[src/rtl/alu_entry_sequencer_if.sv]
// Signal bundle between the entry sequencer and the lab board: push key, switches,
// the external mini-ALU and the seven-segment display driver.
interface alu_entry_sequencer_if;
  logic        key_n;
  logic [9:0]  switches;
  logic [3:0]  alu_a;
  logic [3:0]  alu_b;
  logic        alu_op;
  logic [19:0] alu_result;
  logic [19:0] disp_value;
  logic        disp_blank;
  logic [1:0]  state;
  logic        busy;

  modport master (
    output key_n, switches, alu_result,
    input  alu_a, alu_b, alu_op, disp_value, disp_blank, state, busy
  );

  modport slave (
    input  key_n, switches, alu_result,
    output alu_a, alu_b, alu_op, disp_value, disp_blank, state, busy
  );
endinterface

[src/rtl/alu_entry_sequencer.sv]
// Debounces the push key, steps the user through operand A / operand B entry,
// holds the ALU inputs, captures the ALU result and chooses what the display shows.
module alu_entry_sequencer #(
  parameter int DEBOUNCE_CYCLES = 50000,
  parameter int BLINK_CYCLES    = 12500000,
  parameter int ALU_LATENCY     = 1
) (
  input  logic                  clk,
  input  logic                  rst,
  alu_entry_sequencer_if.slave  bus
);

  localparam logic [1:0] IDLE    = 2'd0;
  localparam logic [1:0] ENTER_B = 2'd1;
  localparam logic [1:0] WAIT    = 2'd2;
  localparam logic [1:0] SHOW    = 2'd3;

  localparam int DW = $clog2(DEBOUNCE_CYCLES);
  localparam int BW = (BLINK_CYCLES > 1) ? $clog2(BLINK_CYCLES) : 1;
  localparam int WW = (ALU_LATENCY > 1) ? $clog2(ALU_LATENCY) : 1;

  logic          sync1, sync2;
  logic          deb, deb_prev;
  logic [DW-1:0] deb_cnt;
  logic [1:0]    flush;
  logic          armed;
  logic          press;

  logic [1:0]    state_q;
  logic [3:0]    a_q, b_q;
  logic          op_q;
  logic [19:0]   result_q;
  logic [BW-1:0] blink_cnt;
  logic          blink_phase;
  logic [WW-1:0] wait_cnt;

  // Presses stay disarmed after reset until the synchronized key has really been
  // seen released, so a key held through reset never yields a phantom press.
  always_ff @(posedge clk or posedge rst) begin
    if (rst) begin
      sync1    <= 1'b1;
      sync2    <= 1'b1;
      deb      <= 1'b1;
      deb_prev <= 1'b1;
      deb_cnt  <= '0;
      flush    <= '0;
      armed    <= 1'b0;
      press    <= 1'b0;
    end else begin
      // NOTE: non-blocking assignments keep every flop sampling pre-edge values,
      // which is what makes the two-stage synchronizer an actual two-stage delay.
      sync1    <= bus.key_n;
      sync2    <= sync1;
      deb_prev <= deb;
      flush    <= {flush[0], 1'b1};
      armed    <= armed | (flush[1] & sync2);
      press    <= armed & deb_prev & ~deb;
      if (sync2 != deb) begin
        if (deb_cnt == DW'(DEBOUNCE_CYCLES - 1)) begin
          deb     <= sync2;
          deb_cnt <= '0;
        end else begin
          deb_cnt <= deb_cnt + 1'b1;
        end
      end else begin
        deb_cnt <= '0;
      end
    end
  end

  always_ff @(posedge clk or posedge rst) begin
    if (rst) begin
      state_q     <= IDLE;
      a_q         <= '0;
      b_q         <= '0;
      op_q        <= 1'b0;
      result_q    <= '0;
      blink_cnt   <= '0;
      blink_phase <= 1'b0;
      wait_cnt    <= '0;
    end else begin
      case (state_q)
        IDLE: begin
          if (press) begin
            a_q         <= bus.switches[9:6];
            blink_cnt   <= '0;
            blink_phase <= 1'b0;
            state_q     <= ENTER_B;
          end
        end
        ENTER_B: begin
          if (press) begin
            b_q      <= bus.switches[5:2];
            op_q     <= bus.switches[1];
            wait_cnt <= '0;
            state_q  <= WAIT;
          end else if (blink_cnt == BW'(BLINK_CYCLES - 1)) begin
            blink_phase <= ~blink_phase;
            blink_cnt   <= '0;
          end else begin
            blink_cnt <= blink_cnt + 1'b1;
          end
        end
        WAIT: begin
          // Presses are deliberately ignored here; they are not queued for SHOW.
          if (wait_cnt == WW'(ALU_LATENCY - 1)) begin
            result_q <= bus.alu_result;
            state_q  <= SHOW;
          end else begin
            wait_cnt <= wait_cnt + 1'b1;
          end
        end
        SHOW: begin
          if (press) state_q <= IDLE;
        end
        default: state_q <= IDLE;
      endcase
    end
  end

  always_comb begin
    // NOTE: defaulting every output first means no path through the case can
    // leave it unassigned, so no latch is inferred.
    bus.disp_value = result_q;
    case (state_q)
      IDLE:    bus.disp_value = {16'b0, bus.switches[9:6]};
      ENTER_B: bus.disp_value = {16'b0, bus.switches[5:2]};
      default: bus.disp_value = result_q;
    endcase
    bus.disp_blank = ~bus.switches[0] | (state_q == WAIT) |
                     ((state_q == ENTER_B) & blink_phase);
  end

  assign bus.alu_a  = a_q;
  assign bus.alu_b  = b_q;
  assign bus.alu_op = op_q;
  assign bus.state  = state_q;
  assign bus.busy   = (state_q == WAIT);

endmodule
[src/flat_wrapper.sv]
// flat-port wrapper written by rule: the top's interface ports become plain ports
module alu_entry_sequencer_flat 
#(
  parameter int DEBOUNCE_CYCLES = 50000,
  parameter int BLINK_CYCLES    = 12500000,
  parameter int ALU_LATENCY     = 1
)
  (clk, rst, bus_key_n, bus_switches, bus_alu_result, bus_alu_a, bus_alu_b, bus_alu_op, bus_disp_value, bus_disp_blank, bus_state, bus_busy);
  alu_entry_sequencer_if bus_i ();
  input  logic clk;
  input  logic rst;
  input wire logic [$bits(bus_i.key_n)-1:0] bus_key_n;
  input wire logic [$bits(bus_i.switches)-1:0] bus_switches;
  input wire logic [$bits(bus_i.alu_result)-1:0] bus_alu_result;
  output wire logic [$bits(bus_i.alu_a)-1:0] bus_alu_a;
  output wire logic [$bits(bus_i.alu_b)-1:0] bus_alu_b;
  output wire logic [$bits(bus_i.alu_op)-1:0] bus_alu_op;
  output wire logic [$bits(bus_i.disp_value)-1:0] bus_disp_value;
  output wire logic [$bits(bus_i.disp_blank)-1:0] bus_disp_blank;
  output wire logic [$bits(bus_i.state)-1:0] bus_state;
  output wire logic [$bits(bus_i.busy)-1:0] bus_busy;
  assign bus_i.key_n = bus_key_n;
  assign bus_i.switches = bus_switches;
  assign bus_i.alu_result = bus_alu_result;
  assign bus_alu_a = bus_i.alu_a;
  assign bus_alu_b = bus_i.alu_b;
  assign bus_alu_op = bus_i.alu_op;
  assign bus_disp_value = bus_i.disp_value;
  assign bus_disp_blank = bus_i.disp_blank;
  assign bus_state = bus_i.state;
  assign bus_busy = bus_i.busy;
  alu_entry_sequencer #(.DEBOUNCE_CYCLES(DEBOUNCE_CYCLES), .BLINK_CYCLES(BLINK_CYCLES), .ALU_LATENCY(ALU_LATENCY)) u_core (.clk(clk), .rst(rst), .bus(bus_i));
endmodule
[config.mk]
export PLATFORM = sky130hd
export DESIGN_NAME = alu_entry_sequencer_flat
export DESIGN_NICKNAME = d
export VERILOG_FILES = /design/src/rtl/alu_entry_sequencer_if.sv /design/src/rtl/alu_entry_sequencer.sv /design/src/flat_wrapper.sv
export SDC_FILE = /design/constraint.sdc
export NUM_CORES = 1
export LEC_CHECK = 0
export BUFFER_PORTS_ARGS = -buffer_cell sky130_fd_sc_hd__buf_2
export CORE_ASPECT_RATIO = 1.1
export CORE_UTILIZATION = 30
export DETAILED_ROUTE_END_ITERATION = 7
export SLEW_MARGIN = 15
export SYNTH_ARGS = -nofsm -noshare
export SYNTH_HDL_FRONTEND = slang
export SYNTH_SLANG_ARGS = --single-unit
[constraint.sdc]
create_clock -name clk -period 2.7 [get_ports clk]
set_clock_uncertainty 0.1 [all_clocks]
set_input_delay 0.27 -clock clk [delete_from_list [all_inputs] [get_ports clk]]
set_output_delay 0.27 -clock clk [all_outputs]
set_load 0.01 [all_outputs]
==> metrics.csv <==
metric,value,unit
outcome,completed,
setup violators final,0,
H-Tree Depth,3,
met2 usage,0.218,
RSZ-0062 raised after global routing,no,
ANT cells,0,
R2R depth,6,
Fin Hold WS,0.0568,ns
mapped cell area,3920,um^2
GRT Overall Usage,0.134,
TNS Setup,0,ns
DP Worst Slack,0.233,ns
Peak VDD IR,0.000300,V
RD Place Congestion,0.837,
Post-Route WL,8.42,mm
first-pass GRT wire length,14.3,mm
CP Data Arrival Time,2.63,ns
Post CTS Setup Buffer Count,0,
Area Overhead vs Synth,21.7,%
CTS Root Cell,clkbuf_16,
detailed placer's ending HPWL,6.00,mm
Core Area,12700,um^2
Post-synth EDFFs,0,
placed cell count,581,
post-route cell area,4770,um^2
share of cells above drive strength 1,0.299,
"Hold-fix buffers, CTS",2,
final worst slack,0.229,ns
CP Cell Sequence,inv_1 -> ha_1 -> and3b_1 -> o211ai_2 -> or4_1 -> a21oi_1,
"Top FF cell, synth",dfrtp_1,
Critical Path Start Type,register,
final hold vios,0,
#FFs+latches synth,80,
vias in the first global route,3030,
Critical Path Fanout Max,12,
Crit Path Class,reg -> reg,
"Slew Viols, Final",0,
ys async rst share,1.00,
Layout Nets,477,
largest net degree at the start of global routing,81,
CTS Buffer Depth,2,
CP max stage delay,0.58,ns
Worst setup endpoint,u_core.blink_cnt[17],
Routed WL per cell,14.1,um
Post-Layout Cell Count,599,
Routed Antenna Nets,0,
CTS tree,yes,
sequential area share after synthesis,0.512,
initial antenna violation count,0,
yosys warns,0,
placed inst area,4450,um^2
Iter 0 DRT Violations,135,
Yosys top cell area share,0.485,
vias post-DR,3066,
Chip Height,122,um
buffers added on ports,65,
Synth area leaders,"dfrtp_1 (48%), mux2_2 (8.9%), and2_1 (2.7%)",
final routed DRC violation total,0,
post-synth top area cell,dfrtp_1,
total gr overflow,0,
Synth Instances,366,
row count,43,
Fillers,1291,
# resized after CTS,0,
fin crit share,0.915,
hold path startpoint,bus_alu_result[4],
met1 usage,0.159,
post-layout min period,2.47,ns
cell leakage power,2.15,nW
Skew-Pair Late Insertion Delay,0.34,ns
Via density,5.12,
worst hold path class,in -> reg,
R2R setup slack,0.23,ns
maximum clock rate,0.405,GHz
Mapped Avg Cell Area,10.7,um^2
Die ar.,13500,um^2
CP Capture Type,register,
Die W,111,um
clock-pin slew on the worst setup and hold paths,0.06,ns
DRT Pass-1 Iters,4,
Hold Crit Depth,2,
Pwr Density,533,nW/um^2
worst r2r src,u_core.bus.state[1],
Unique masters post-synth,50,
Initial Utilization,0.309,
"Slowest-stage cell, CP",or4_1,
crit path from,u_core.bus.state[1],
met3 usage,0.0493,
total CTS buffers,9,
syn nets,406,
Num Clock Sinks,80,
Top Usage Layer GRT,met2,
I/O Pins,66,
Worst Path Required,2.86,ns
RR Endpoint,u_core.blink_cnt[17],
Max Cap Viol,0,
worst min-delay path by stage:
| stage | slack [ns] | to |
|---|---|---|
| after floorplan | 0.17 | u_core.sync1 |
| after global placement | 0.23 | u_core.flush[1] |
| after detailed placement | 0.24 | u_core.flush[1] |
| after CTS | 0.05 | u_core.result_q[9] |
| after global routing | 0.05 | u_core.result_q[8] |
| final | 0.06 | u_core.result_q[4] |
kinds of logic (layout without fill, tap and decap cells):
family          after synthesis  after routing  share of synthesized area
simple gates                141            141                      0.206
flops                        80             80                      0.512
compound gates               63             63                      0.104
mux                          32             32                     0.0915
buf+inv                      28            104                     0.0316
xor+xnor                     14             14                     0.0313
fa+ha+maj                     7              7                     0.0223
other cells                   1              1                   0.000956
layer usage:
metal | part of all wire | vias to the layer above
li1 | - | 1482
met1 | 0.44 | 1496
met2 | 0.48 | 75
met3 | 0.061 | 13
met4 | 0.018 | 0
met5 | 0 | -
final cells by class:
type                            instances  area [um^2]  area share
Clock buffer                           10          239      0.0501
Inverter                               12         46.3     0.00970
Sequential cell                        80         2010       0.420
Clock inverter                          6         67.6      0.0142
Tap cell                              157          196      0.0412
Timing Repair Buffer                   76          425      0.0891
Multi-Input combinational cell        258         1790       0.375
state kept, by name (all words and copies together), names as in the netlist:
| register | cells |
|---|---|
| u_core.deb_prev | 1 |
| u_core.deb | 1 |
| u_core.sync1 | 1 |
| u_core.bus.state | 2 |
| u_core.result_q | 20 |
| u_core.blink_phase | 1 |
| u_core.bus.alu_op | 1 |
| u_core.armed | 1 |
| u_core.deb_cnt | 16 |
| u_core.flush | 2 |
| u_core.press | 1 |
| u_core.bus.alu_b | 4 |
| u_core.sync2 | 1 |
| u_core.bus.alu_a | 4 |
| u_core.blink_cnt | 24 |
worst max-delay path, delay by kind of cell, from the launching register on:
kind	cells	cell delay, ns
and+or+nand+nor	2	1.05
AOI/OAI and AO/OA	2	0.45
DFF	1	0.41
adders and majority gates	1	0.28
buffers and inverters	1	0.10
stage by stage:
step           power [mW]   util
3_3_place_gp         1.33  0.350
2_1_floorplan        1.28      -
6_report             2.54  0.376
3_5_place_dp         1.33  0.350
4_1_cts              2.59  0.376
5_1_grt              2.64  0.376
placed cells by master (no fill, tap or decap), types with 2 or more instances in the layout:
master	n
and2_1	17
clkbuf_16	9
or2_2	2
a22oi_1	4
nand2b_1	2
a21oi_1	18
nor3_1	9
nand4_1	12
and3_1	5
nor4bb_1	2
o211ai_1	3
o21ai_0	13
buf_2	65
o2111ai_1	3
o211ai_2	2
o31ai_1	11
a31oi_1	2
buf_4	8
nand2_1	22
dfstp_2	4
nor2_1	19
dlygate4sd3_1	2
inv_1	11
nand3_1	14
or3_1	8
nor4_1	6
ha_1	7
mux2_2	31
clkinvlp_4	2
and4_1	5
xor2_1	6
clkinv_2	2
dfrtp_1	76
xnor2_1	8
or4_1	11
cell usage after synthesis (all sizes together), types with 2 or more instances:
library cell,instances
mux2,31
o31ai,11
xor2,6
inv,12
a21oi,18
nor4,6
o211ai,5
and4,5
dfrtp,76
and2,18
nand3,14
nor3,9
and3,5
clkbuf,6
nor2,19
nand2,22
o21ai,15
buf,10
o2111ai,3
a22oi,4
ha,7
a31oi,2
or2,2
dfstp,4
nand4,12
nor4bb,2
or3,8
nand2b,2
xnor2,8
or4,11
power breakdown:
group	switching (mW)	leakage [nW]	internal, mW
logic	0.0511	0.937	0.0389
registers	0.00722	1.07	1.21
clock network	0.488	0.145	0.743
total	0.546	2.15	2.00
No activity file was read; power rests on OpenSTA's default activity.
